File: config.mk
export PLATFORM = sky130hd
export DESIGN_NAME = mx2_rr_arbiter
export DESIGN_NICKNAME = d
export VERILOG_FILES = /design/src/rtl/mx2_rr_arbiter.sv
export SDC_FILE = /design/constraint.sdc
export NUM_CORES = 1
export LEC_CHECK = 0
export ABC_AREA = 1
export ABC_CLOCK_PERIOD_IN_PS = 5300
export CAP_MARGIN = 20
export CORE_ASPECT_RATIO = 2
export CORE_MARGIN = 2
export CORE_UTILIZATION = 36
export CTS_BUF_LIST = sky130_fd_sc_hd__clkbuf_8
export CTS_CLUSTER_SIZE = 10
export DETAILED_ROUTE_END_ITERATION = 7
export PLACE_DENSITY = 0.65
export SETUP_SLACK_MARGIN = 0.05
export SLEW_MARGIN = 10
export SYNTH_ARGS = -nofsm -noshare
export SYNTH_HDL_FRONTEND = slang
export SYNTH_SLANG_ARGS = --single-unit
File: constraint.sdc
create_clock -name clk -period 5.3 [get_ports clk]
set_input_delay 0.795 -clock clk [delete_from_list [all_inputs] [get_ports clk]]
set_output_delay 0.795 -clock clk [all_outputs]
set_load 0.02 [all_outputs]
File: src/rtl/mx2_rr_arbiter.sv
// Two-requester round-robin arbiter steering a shared 2:1 mux onto one registered
// output stream, holding each grant for bursts of up to MAX_BURST beats.
module mx2_rr_arbiter #(
   parameter int WIDTH     = 8,
   parameter int MAX_BURST = 4,
   parameter int CNT_W     = 3
) (
   input  logic             clk,
   input  logic             reset_n,
   input  logic [WIDTH-1:0] d0,
   input  logic             v0,
   output logic             r0,
   input  logic [WIDTH-1:0] d1,
   input  logic             v1,
   output logic             r1,
   output logic             s,
   output logic [WIDTH-1:0] y,
   output logic             y_valid,
   input  logic             y_ready,
   output logic             busy
);

   typedef enum logic [1:0] {
      IDLE = 2'd0,
      G0   = 2'd1,
      G1   = 2'd2
   } state_t;

   state_t             state_q, state_d;
   logic               last_q, last_d;
   logic               sel_q, sel_d;
   logic [CNT_W-1:0]   cnt_q, cnt_d;
   logic [WIDTH-1:0]   y_q, y_d;
   logic               yValid_q, yValid_d;

   logic               free;
   logic               beat;
   logic               vCur;
   logic               vOther;
   logic               burstEnd;
   logic [WIDTH-1:0]   dCur;
   state_t             otherState;
   logic               otherIdx;

   always_comb begin
      free       = !yValid_q | y_ready;
      r0         = (state_q == G0) & free;
      r1         = (state_q == G1) & free;
      vCur       = (state_q == G1) ? v1 : v0;
      vOther     = (state_q == G1) ? v0 : v1;
      dCur       = (state_q == G1) ? d1 : d0;
      otherState = (state_q == G1) ? G0 : G1;
      otherIdx   = (state_q != G1);
      beat       = (r0 & v0) | (r1 & v1);
      burstEnd   = (cnt_q == CNT_W'(MAX_BURST - 1));

      state_d  = state_q;
      last_d   = last_q;
      cnt_d    = cnt_q;
      y_d      = y_q;
      yValid_d = yValid_q;

      if (beat) begin
         y_d      = dCur;
         yValid_d = 1'b1;
         cnt_d    = cnt_q + CNT_W'(1);
      end else if (y_ready) begin
         yValid_d = 1'b0;
      end

      case (state_q)
         IDLE: begin
            // A tie goes to whichever side did not hold the previous grant
            if (v0 && v1) begin
               state_d = last_q ? G0 : G1;
               last_d  = !last_q;
               cnt_d   = '0;
            end else if (v0) begin
               state_d = G0;
               last_d  = 1'b0;
               cnt_d   = '0;
            end else if (v1) begin
               state_d = G1;
               last_d  = 1'b1;
               cnt_d   = '0;
            end
         end
         G0, G1: begin
            if (free && !vCur) begin
               if (vOther) begin
                  state_d = otherState;
                  last_d  = otherIdx;
                  cnt_d   = '0;
               end else begin
                  state_d = IDLE;
               end
            end else if (beat && burstEnd) begin
               // Burst exhausted: rotate only if the other side is waiting
               cnt_d = '0;
               if (vOther) begin
                  state_d = otherState;
                  last_d  = otherIdx;
               end
            end
         end
         default: state_d = IDLE;
      endcase

      if (state_d == G1) begin
         sel_d = 1'b1;
      end else if (state_d == G0) begin
         sel_d = 1'b0;
      end else begin
         sel_d = sel_q;
      end
   end

   always_ff @(posedge clk or negedge reset_n) begin
      if (!reset_n) begin
         state_q  <= IDLE;
         last_q   <= 1'b1;
         sel_q    <= 1'b0;
         cnt_q    <= '0;
         y_q      <= '0;
         yValid_q <= 1'b0;
      end else begin
         state_q  <= state_d;
         last_q   <= last_d;
         sel_q    <= sel_d;
         cnt_q    <= cnt_d;
         y_q      <= y_d;
         yValid_q <= yValid_d;
      end
   end

   assign s       = sel_q;
   assign y       = y_q;
   assign y_valid = yValid_q;
   assign busy    = (state_q != IDLE);

endmodule

* After elaboration in Yosys (flattened, before gate mapping)
Index checks and enable logic that the tools add are counted.
** Operators by class
- Add/subtract/negate cells :: 1
- $mul :: 0
- Div/mod/pow operators :: 0
- $lt $le $gt $ge :: 0
- Equality and inequality tests :: 8
- Shift-type cells :: 0
- Mux-type cells :: 32
- Bitwise operators :: 6
- Reductions and logical operators :: 13
** Operators by type and width (number)
- two-way mux 3 bit :: 7
- two-way mux 2 bit :: 9
- two-way mux 1 bit :: 12
- two-way mux 8 bit :: 1
- nonzero test 2 bit :: 4
- one-hot mux 3 bit (2 select lines) :: 1
- bitwise AND 1 bit :: 4
- equality test 2 x 1 -> 1 bit (second input constant) :: 2
- equality test 2 bit (second input constant) :: 2
- != test 4 bit (second input constant) :: 1
- one-hot mux 2 bit (2 select lines) :: 1
- adder 3 x 1 -> 3 bit (second input constant) :: 1
- equality test 3 x 2 -> 1 bit (second input constant) :: 1
- logical AND 1 bit :: 3
- zero test 1 bit :: 3
- != test 3 bit (second input constant) :: 1
- AND reduction 3 bit :: 1
- zero test 2 bit :: 1
- != test 2 bit (second input constant) :: 1
- OR 1 bit :: 2
- one-hot mux 1 bit (2 select lines) :: 1
- OR reduction 2 bit :: 1
** Storage, ports and cells
- Bits in registers :: 16
- Latch bits :: 0
- Memory bits (writable) :: 0
- Memory bits (read-only) :: 0
- Input port bits :: 21
- Output and inout bits :: 13
- Logic and storage cells :: 66
- Memories kept :: 0

* Longest topological paths before layout
Gate-level depths: netlist of run 1.
- Word-level depth :: 12
- Gate-level depth with buffers :: 14
- Depth with buffers taken out :: 14

* Worst setup path before layout of run 1
Ideal clock, no wire load.
- Path kind :: input to output
- Start :: input y_ready
- End :: output r0
- Arrival time :: 1.434 ns
- Required time :: 4.505 ns
- Path slack :: 3.071 ns
- Stages :: 4
- Path buffers :: 0
- Path through :: inv_1 -> nand2_1 -> inv_1 -> nor2_1
** Between the ends
- Cells in the longest elaborated chain, start to end :: 2
** Ends and longest elaborated chain
- start: declaration :: line 19 : input logic y_ready,
- OR 1 bit :: line 46 : free = !yValid_q | y_ready;
- bitwise AND 1 bit :: line 47 : r0 = (state_q == G0) & free;
- end: declaration :: line 12 : output logic r0,
Every way passes these cells.

* Final worst setup path of run 1
Same ends and word-level chain as after synthesis.

==> qor.yml, run 1 <==
ir_worst_vdd_v: 0.000324
syn-mean-instance-area_sq_um: 7.85
p_int_mw: 0.452
rows: 27
power_frac_clock: 0.119
clock_latency_ps: 260
period_needed_ps: 3200
ys_seq_elements: 16
cp.required_ps: 4510
dp.cells: 192
setup_viol: 0
drc: 0
postCtsSetupRepairBufs: 0
syn_nets: 160
nets: 196
cts_resized: 0
core_sq_um: 2740
clk_pin_slew_ps: 70
grt_first_pass_wirelength_um: 4250
comb_power_share: 0.624
drive_gt1_frac: 0.108
power_frac_seq: 0.256
start_util: 0.379
swShare: 0.456
tritoncts: "built"
synth_seq_area_share: 0.388
antenna_found_initial: 0
grt_start_max_net_pins: 19
area_delta_synth_final_pct: 37.6
die_h_um: 79.9
dr.pass1.iters: 4
drtIter0Drc: 22
clock_sinks: 16
whs_ps: 486
ys_types: 25
grt_use_total: 0.165
ant_nets: 0
grt_pass1_vias: 982
final_core_util: 0.521
max_cap_viol_count: 0
drt_wl_total_um: 2500
leakage_nw: 0.681
rsz0062_at_grt: "no"
slew_violations: 0
routedWlPerCell_um: 12.7
hp-class: "reg2reg"
fin_cells: 196
die_w_um: 41.9
powerDensity_nw_per_um2: 582
vias_per_cell: 4.90
tns_ps: 0
fmax_ghz: 0.313
critPathLaunchType: "primary input"
dieArea_sq_um: 3350
postCtsHoldBufs: 0
arrival_ps: 2400
power.switching_mw: 0.378
finalHoldViolations: 0
synth_cells: 132
antenna_cells: 0
endpoint_kind: "output pin"
hpwl_um: 2070
critPathKind: "in2out"
cts_buffers: 3
port_buffers: 33
gp_congestion: 0.846
cts_max_level: 1
netlist_area_sq_um: 1040
clock_skew_ps: 0.836
r2r-start: "state_q[0]"
min_from: "last_q"
worst_pin_slew_ps: 728
cp-startpoint: "y_ready"
totalPowerFinal_mw: 0.830
grt-ovfl-total: 0
maxSlewHeadroom: 0.513
status: "completed"
final.period_utilization: 0.603
clockBufferDepth: 2
io_pins: 34
via_count: 961
synth_warnings: 0
worst-path-max-fanout: 6
clock-root-buffer: "clkbuf_8"
synth_stat cells:
master     n  area (sq um)
mux2i_1    1          10.0
inv_1     16          60.1
dfstp_2    1          26.3
nand4_1    1          6.26
or2_1      1          6.26
inv_6      1          8.76
buf_6      2          22.5
a31oi_1    8          50.1
mux2_2     1          11.3
nand2_2    3          18.8
nand2_1   35           131
dfrtp_1   15           375
xor2_1     1          8.76
nand3_4    1          17.5
o21ai_0    8          40.0
nand3_2    1          10.0
inv_2      2          7.51
nor2_1    17          63.8
ha_1       7          87.6
a21oi_1    2          10.0
nor2_2     1          6.26
nand2_4    2          22.5
o21ai_1    2          10.0
o211ai_1   1          7.51
a21oi_2    2          17.5
registers in the layout, indices dropped and copies added, names as in the netlist:
| signal | count |
|---|---|
| y_valid | 1 |
| cnt_q | 3 |
| y | 8 |
| s | 1 |
| state_q | 2 |
| last_q | 1 |
cell type report:
| class | instances | area [sq um] |
|---|---|---|
| fill | 277 | 1310 |
| multi-input combinational | 95 | 536 |
| sequential | 16 | 402 |
| timing repair buffer | 33 | 330 |
| inverter | 19 | 76.3 |
| clock buffer | 3 | 41.3 |
| tap | 29 | 36.3 |
| clock inverter | 1 | 3.75 |
metrics by stage:
| step | cell area [sq um] | setup slack, ps |
|---|---|---|
| after floorplan | 1040 | 3070 |
| after global placement | 1380 | 2150 |
| after detailed placement | 1380 | 2120 |
| after CTS | 1430 | 2100 |
| after global routing | 1430 | 2030 |
| final | 1430 | 2100 |
worst paths after layout:
kind | end | slack (ps) | cells after the start
max | r0 | 2100 | 6
min | last_q | 490 | 2
max reg2reg | s | 2760 | 11
min reg2reg | last_q | 490 | 2
max in group asynchronous | cnt_q[0] | 3880 | 1
min in group asynchronous | y[6] | 960 | 1
cells by family after synthesis:
| group | count (synthesis) | share of synthesized area |
|---|---|---|
| and+or+nand+nor | 62 | 0.273 |
| AOI/OAI and AO/OA | 23 | 0.130 |
| buffers and inverters | 21 | 0.0954 |
| DFF | 16 | 0.388 |
| adders and majority gates | 7 | 0.0845 |
| muxes | 2 | 0.0205 |
| xor gates and xnor gates | 1 | 0.00846 |
metal layers:
| metal | GRT usage | up-vias | wire (um) |
|---|---|---|---|
| li1 | - | 487 | - |
| met1 | 0.165 | 439 | 867 |
| met2 | 0.320 | 30 | 1450 |
| met3 | 0.0181 | 5 | 120 |
| met4 | 0.0839 | 0 | 53 |
| met5 | 0 | - | 0 |
cell usage in the layout, fill, tap and decap left out, drive strengths merged, types with 2 or more instances in the layout:
| cell | n |
|---|---|
| a21oi | 4 |
| a31oi | 8 |
| clkbuf | 3 |
| nand2 | 40 |
| o21ai | 10 |
| ha | 7 |
| nor2 | 18 |
| inv | 20 |
| clkdlybuf4s50 | 33 |
| dfrtp | 15 |
| nand3 | 2 |
worst max-delay path, stage by stage:
cell and delay, ps:
clkdlybuf4s50_1 450, inv_1 30, nand2_1 230, inv_1 140, nor2_1 130, clkdlybuf4s50_1 620
power by group through the flow:
stage	Sequential, mW	Combinational [mW]	Clock (mW)
2_1_floorplan	0.255	0.313	0
3_3_place_gp	0.214	0.511	0
3_5_place_dp	0.216	0.525	0
4_1_cts	0.214	0.527	0.0990
5_1_grt	0.220	0.580	0.104
6_report	0.213	0.518	0.0991
No activity file was read; power rests on OpenSTA's default activity.
==> run 2, diff against run 1 <==
ABC_CLOCK_PERIOD_IN_PS = 2950   (was 5300)
clock period = 2.95 ns   (was 5.3 ns; I/O delays follow)
==> run 2 against run 1 <==
Sequential share of layout area shrank 0.34 points. Clock power is 100% higher. Critical path type is now reg2out. Flip-flop and latch count is the same. Critical path depth decreased by 1. Utilization increased by 0.64 points. Critical endpoint is now r1. Clock-buffer cell count is 1 higher. Non-clock buffer count increased by 1. Final cell count grew 0.51%. Register-to-register slack got worse by 2200 ps. Worst setup slack lost 1700 ps. Combinational power up 82%. Total power rose by 84%.
==> qor.yml, run 2 (synthesis results as in run 1) <==
status: "completed"
endpoint_kind: "output pin"
final.period_utilization: 0.854
wl_met1_um: 912  # +5.2%
max_cap_viol_count: 0  # unchanged
start_util: 0.379  # unchanged
die_w_um: 41.9  # unchanged
worst_pin_slew_ps: 708  # -20.2 ps
worst-path-max-fanout: 10  # +4
clockBufferDepth: 2  # unchanged
nets: 197  # +0.51%
dieArea_sq_um: 3350  # unchanged
ant_nets: 0  # unchanged
regToRegSetupSlack_ps: 570  # -2190 ps
arrival_ps: 2080  # -320 ps
port_buffers: 33  # unchanged
layout_common_cells: "nand2_1, clkdlybuf4s50_1, nor2_1"
min_path_cells: 2  # unchanged
grt_use_total: 0.165  # about the same
critPathKind: "reg2out"
rsz0062_at_grt: "no"
critPathLaunchType: "register"
drc: 0  # unchanged
antenna_found_initial: 0  # unchanged
tritoncts: "built"
area_delta_synth_final_pct: 39.3
grt-ovfl-total: 0  # unchanged
worstPathCellList: "inv_1 -> ha_1 -> inv_2 -> nor2_1 -> clkdlybuf4s50_1"
powerDensity_nw_per_um2: 1060  # +82%
postCtsSetupRepairBufs: 0  # unchanged
cts_resized: 0  # unchanged
slowest_stage: "clkdlybuf4s50_1"
via_count: 960  # -0.10%
maxSlewHeadroom: 0.526  # +0.0135
hold_end: "last_q"
clock-root-buffer: "clkbuf_8"
cts_max_level: 1  # unchanged
clock_skew_ps: 1.11  # +0.276 ps
leakage_nw: 0.688  # +1.0%
grt_start_max_net_pins: 19  # unchanged
wl_met2_um: 1300  # -11%
regArea_sq_um: 402  # unchanged
largest_reg_flops: 8  # unchanged
drtIter0Drc: 23  # +4.5%
clock_latency_ps: 260  # about the same
critPathTopFamily: "buffers and inverters"
r2r_end: "s"
rows: 27  # unchanged
period_needed_ps: 2520
crit_buf_inv: 3  # -1
clk_pin_slew_ps: 60  # about the same
setup_viol: 0  # unchanged
ff2ff_path_depth: 11  # unchanged
slew_violations: 0  # unchanged
top_layer: "met4"
tns_ps: 0  # unchanged
drive_gt1_frac: 0.119  # +0.0113
antenna_cells: 0  # unchanged
hp-class: "reg2reg"
worst_slack_ps: 432  # -1670 ps
hpwl_um: 1960  # -5.5%
grt_pass1_vias: 986  # +0.41%
min_from: "last_q"
ir_worst_vdd_v: 0.000551  # +70%
fill_cells: 270  # -2.5%
vias_per_cell: 4.87  # -0.61%
finalHoldViolations: 0  # unchanged
final_core_util: 0.527  # +0.00640
crit_cells: 5  # -1
pre_cts_ws_ps: 430  # -1690 ps
clock_sinks: 16  # unchanged
layout_commonest_cell: "nand2_1"
io_pins: 34  # unchanged
die_h_um: 79.9  # unchanged
dr_wl_met3_um: 121  # +0.83%
routedWlPerCell_um: 12.1  # -4.7%
fmax_ghz: 0.397
cp.required_ps: 2510  # -2000 ps
r2r-start: "state_q[0]"
gp_congestion: 0.832  # -1.7%
dr.pass1.iters: 2  # -2
grt_first_pass_wirelength_um: 4260  # +0.16%
totalPowerFinal_mw: 1.53  # +84%
multi_input_area_sq_um: 536  # unchanged
cts_buffers: 3  # unchanged
drt_wl_total_um: 2390  # -4.2%
postCtsHoldBufs: 0  # unchanged
core_sq_um: 2740  # unchanged
max_stage_delay_ps: 610  # about the same
==> run 2: through the flow <==
| step | instances | hold slack (ps) | cell area (sq um) |
|---|---|---|---|
| detailed placement | 193 | 479 | 1390 |
| floorplan | 132 | 147 | 1040 |
| CTS | 197 | 488 | 1440 |
| global placement | 193 | 461 | 1390 |
| finish | 197 | 481 | 1440 |
| global route | 197 | 512 | 1440 |
==> run 2: worst max path at each step <==
stage,startpoint,end,slack [ps]
2_1_floorplan,state_q[0],s,890
3_3_place_gp,v1,s,510
3_5_place_dp,v1,s,430
4_1_cts,state_q[0],r1,410
5_1_grt,state_q[0],r1,290
6_report,state_q[0],r1,430
==> run 2: final cells by class <==
class | instances | share of cell area
flip-flops and latches | 16 | 0.278
multi-input cells | 95 | 0.371
clock buffers | 4 | 0.0382
inverters | 19 | 0.0529
repair buffers | 34 | 0.234
well taps | 29 | 0.0252
==> run 2: tightest hold or removal path: stages (launching register included) <==
cell	delay (ps)
dfstp_2	370
inv_1	40
o21ai_1	60
==> run 2: power breakdown <==
part | total [mW] | internal, mW | switching, mW
registers | 0.386 | 0.324 | 0.0620
clock network | 0.198 | 0.119 | 0.0792
logic | 0.941 | 0.403 | 0.538
==> run 2: per-layer routing <==
metal  GRT usage  up-vias
li1            -      490
met1       0.171      437
met2       0.306       28
met3      0.0249        5
met4      0.0903        0
met5           0        -
==> edit, RTL diff (flow settings as in run 2) <==
Set the parameter `WIDTH` to 12 (it was 8).
--- a/src/rtl/mx2_rr_arbiter.sv
+++ b/src/rtl/mx2_rr_arbiter.sv
@@ -3,3 +3,3 @@
 module mx2_rr_arbiter #(
-   parameter int WIDTH     = 8,
+   parameter int WIDTH     = 12,
    parameter int MAX_BURST = 4,
Interface: changed (resized d0, d1 and y); port bits go from 34 to 46. The function was not compared with the original's and may differ.
==> edit against run 2 <==
Cell area increased by 28%. Setup slack got worse by 0.084 ns. Maximum frequency decreased by 3.2%. Synthesized area increased by 26%. Clock skew increased by 0.00098 ns. Critical path type unchanged. Synthesized cell count increased by 17%. Wire length increased by 19%. Non-clock buffer count increased by 12. Sequential cell count increased by 4. Highest routed layer unchanged. Core utilization decreased by 0.47 points. Via count increased by 18%. Total power increased by 27%.
==> edit: results (changes against run 2) <==
Cells and area
  • Layout cells sized above 1: 18.0% (was 11.9%)
  • Nets@finish: 237 (was 197)
  • Number of flip-flops under the largest register name: 12 (was 8)

Global route
  • Vias in the first global route: 1098 (was 986)
  • M2 GR Usage: 25.0% (was 30.6%)
  • Largest net degree at the start of global routing: 27 (was 19)
  • First-pass GRT wire length: 4640 um (was 4260 um)

Route
  • Met2 wire length: 1420 um (was 1300 um)
  • Wirelength, routed: 2850 um (was 2390 um)
  • Met3 WL: 226 um (was 121 um)
  • Vias per cell: 4.55 (was 4.87)
  • Via Count: 1132 (was 960)

Worst setup path
  • Peak fanout along the critical path: 14 (was 10)
  • Slack of the worst reg-to-reg path: 0.50 ns (was 0.57 ns)
  • Crit path DAT: 2.16 ns (was 2.08 ns)

STA
  • Final hold slack: 0.485 ns (was 0.481 ns)
  • Slack of the critical path: 0.347 ns (was 0.432 ns)
  • Worst Tran Pin Value: 0.912 ns (was 0.708 ns)

Synthesis
  • Avg Inst Size Synth: 8.42 um^2 (was 7.85 um^2)
  • Seq/Total Area, Yosys: 38.4% (was 38.8%)
  • Cell variety after synth: 28 (was 25)
  • Mux cell area share after synthesis: 1.63% (was 2.05%)
  • Post-synth top cells: nand2_1 (43), dfrtp_1 (19), inv_1 (17) (was nand2_1 (35), nor2_1 (17), inv_1 (16))
  • Mapped Nets: 191 (was 160)
  • Xor/xnor share of the synthesized area: 0.671% (was 0.845%)
  • Post-synthesis adder-cell area fraction: 6.71% (was 8.45%)

Placed design
  • Placer congestion estimate: 0.912 (was 0.832)
  • Post-DP HPWL: 2210 um (was 1960 um)
  • Dpl cell area: 1770 um^2 (was 1390 um^2)

Power
  • Leakage power: 0.829 nW (was 0.688 nW)

Run status
  • Status: complete, no violations (unchanged)
edit: where the power goes:
part	switching (W)	internal [W]	leakage (nW)
combinational	0.000661	0.000517	0.557
clock	0.0000937	0.000181	0.0357
sequential	0.0000798	0.000407	0.235
edit: logic make-up (layout without fill, tap and decap cells):
| kind of cell | count (synthesis) | after routing |
|---|---|---|
| and+or+nand+nor | 74 | 74 |
| muxes | 2 | 2 |
| adders and majority gates | 7 | 7 |
| DFF | 20 | 20 |
| buffers and inverters | 24 | 69 |
| AOI/OAI and AO/OA | 27 | 27 |
| xor gates and xnor gates | 1 | 1 |
edit: cell type report:
type	count	area [um^2]
clock buffers	3	41.3
flip-flops and latches	20	502
inverters	19	76.3
well taps	49	61.3
multi-input cells	111	676
fillers	335	1690
clock inverters	1	30.0
repair buffers	46	458
edit: worst max-delay path, cell delays in order, from the launching register on:
cell and delay [ns]:
dfrtp_1 0.42, inv_1 0.13, ha_1 0.38, inv_2 0.21, nor2_1 0.15, clkdlybuf4s50_1 0.61
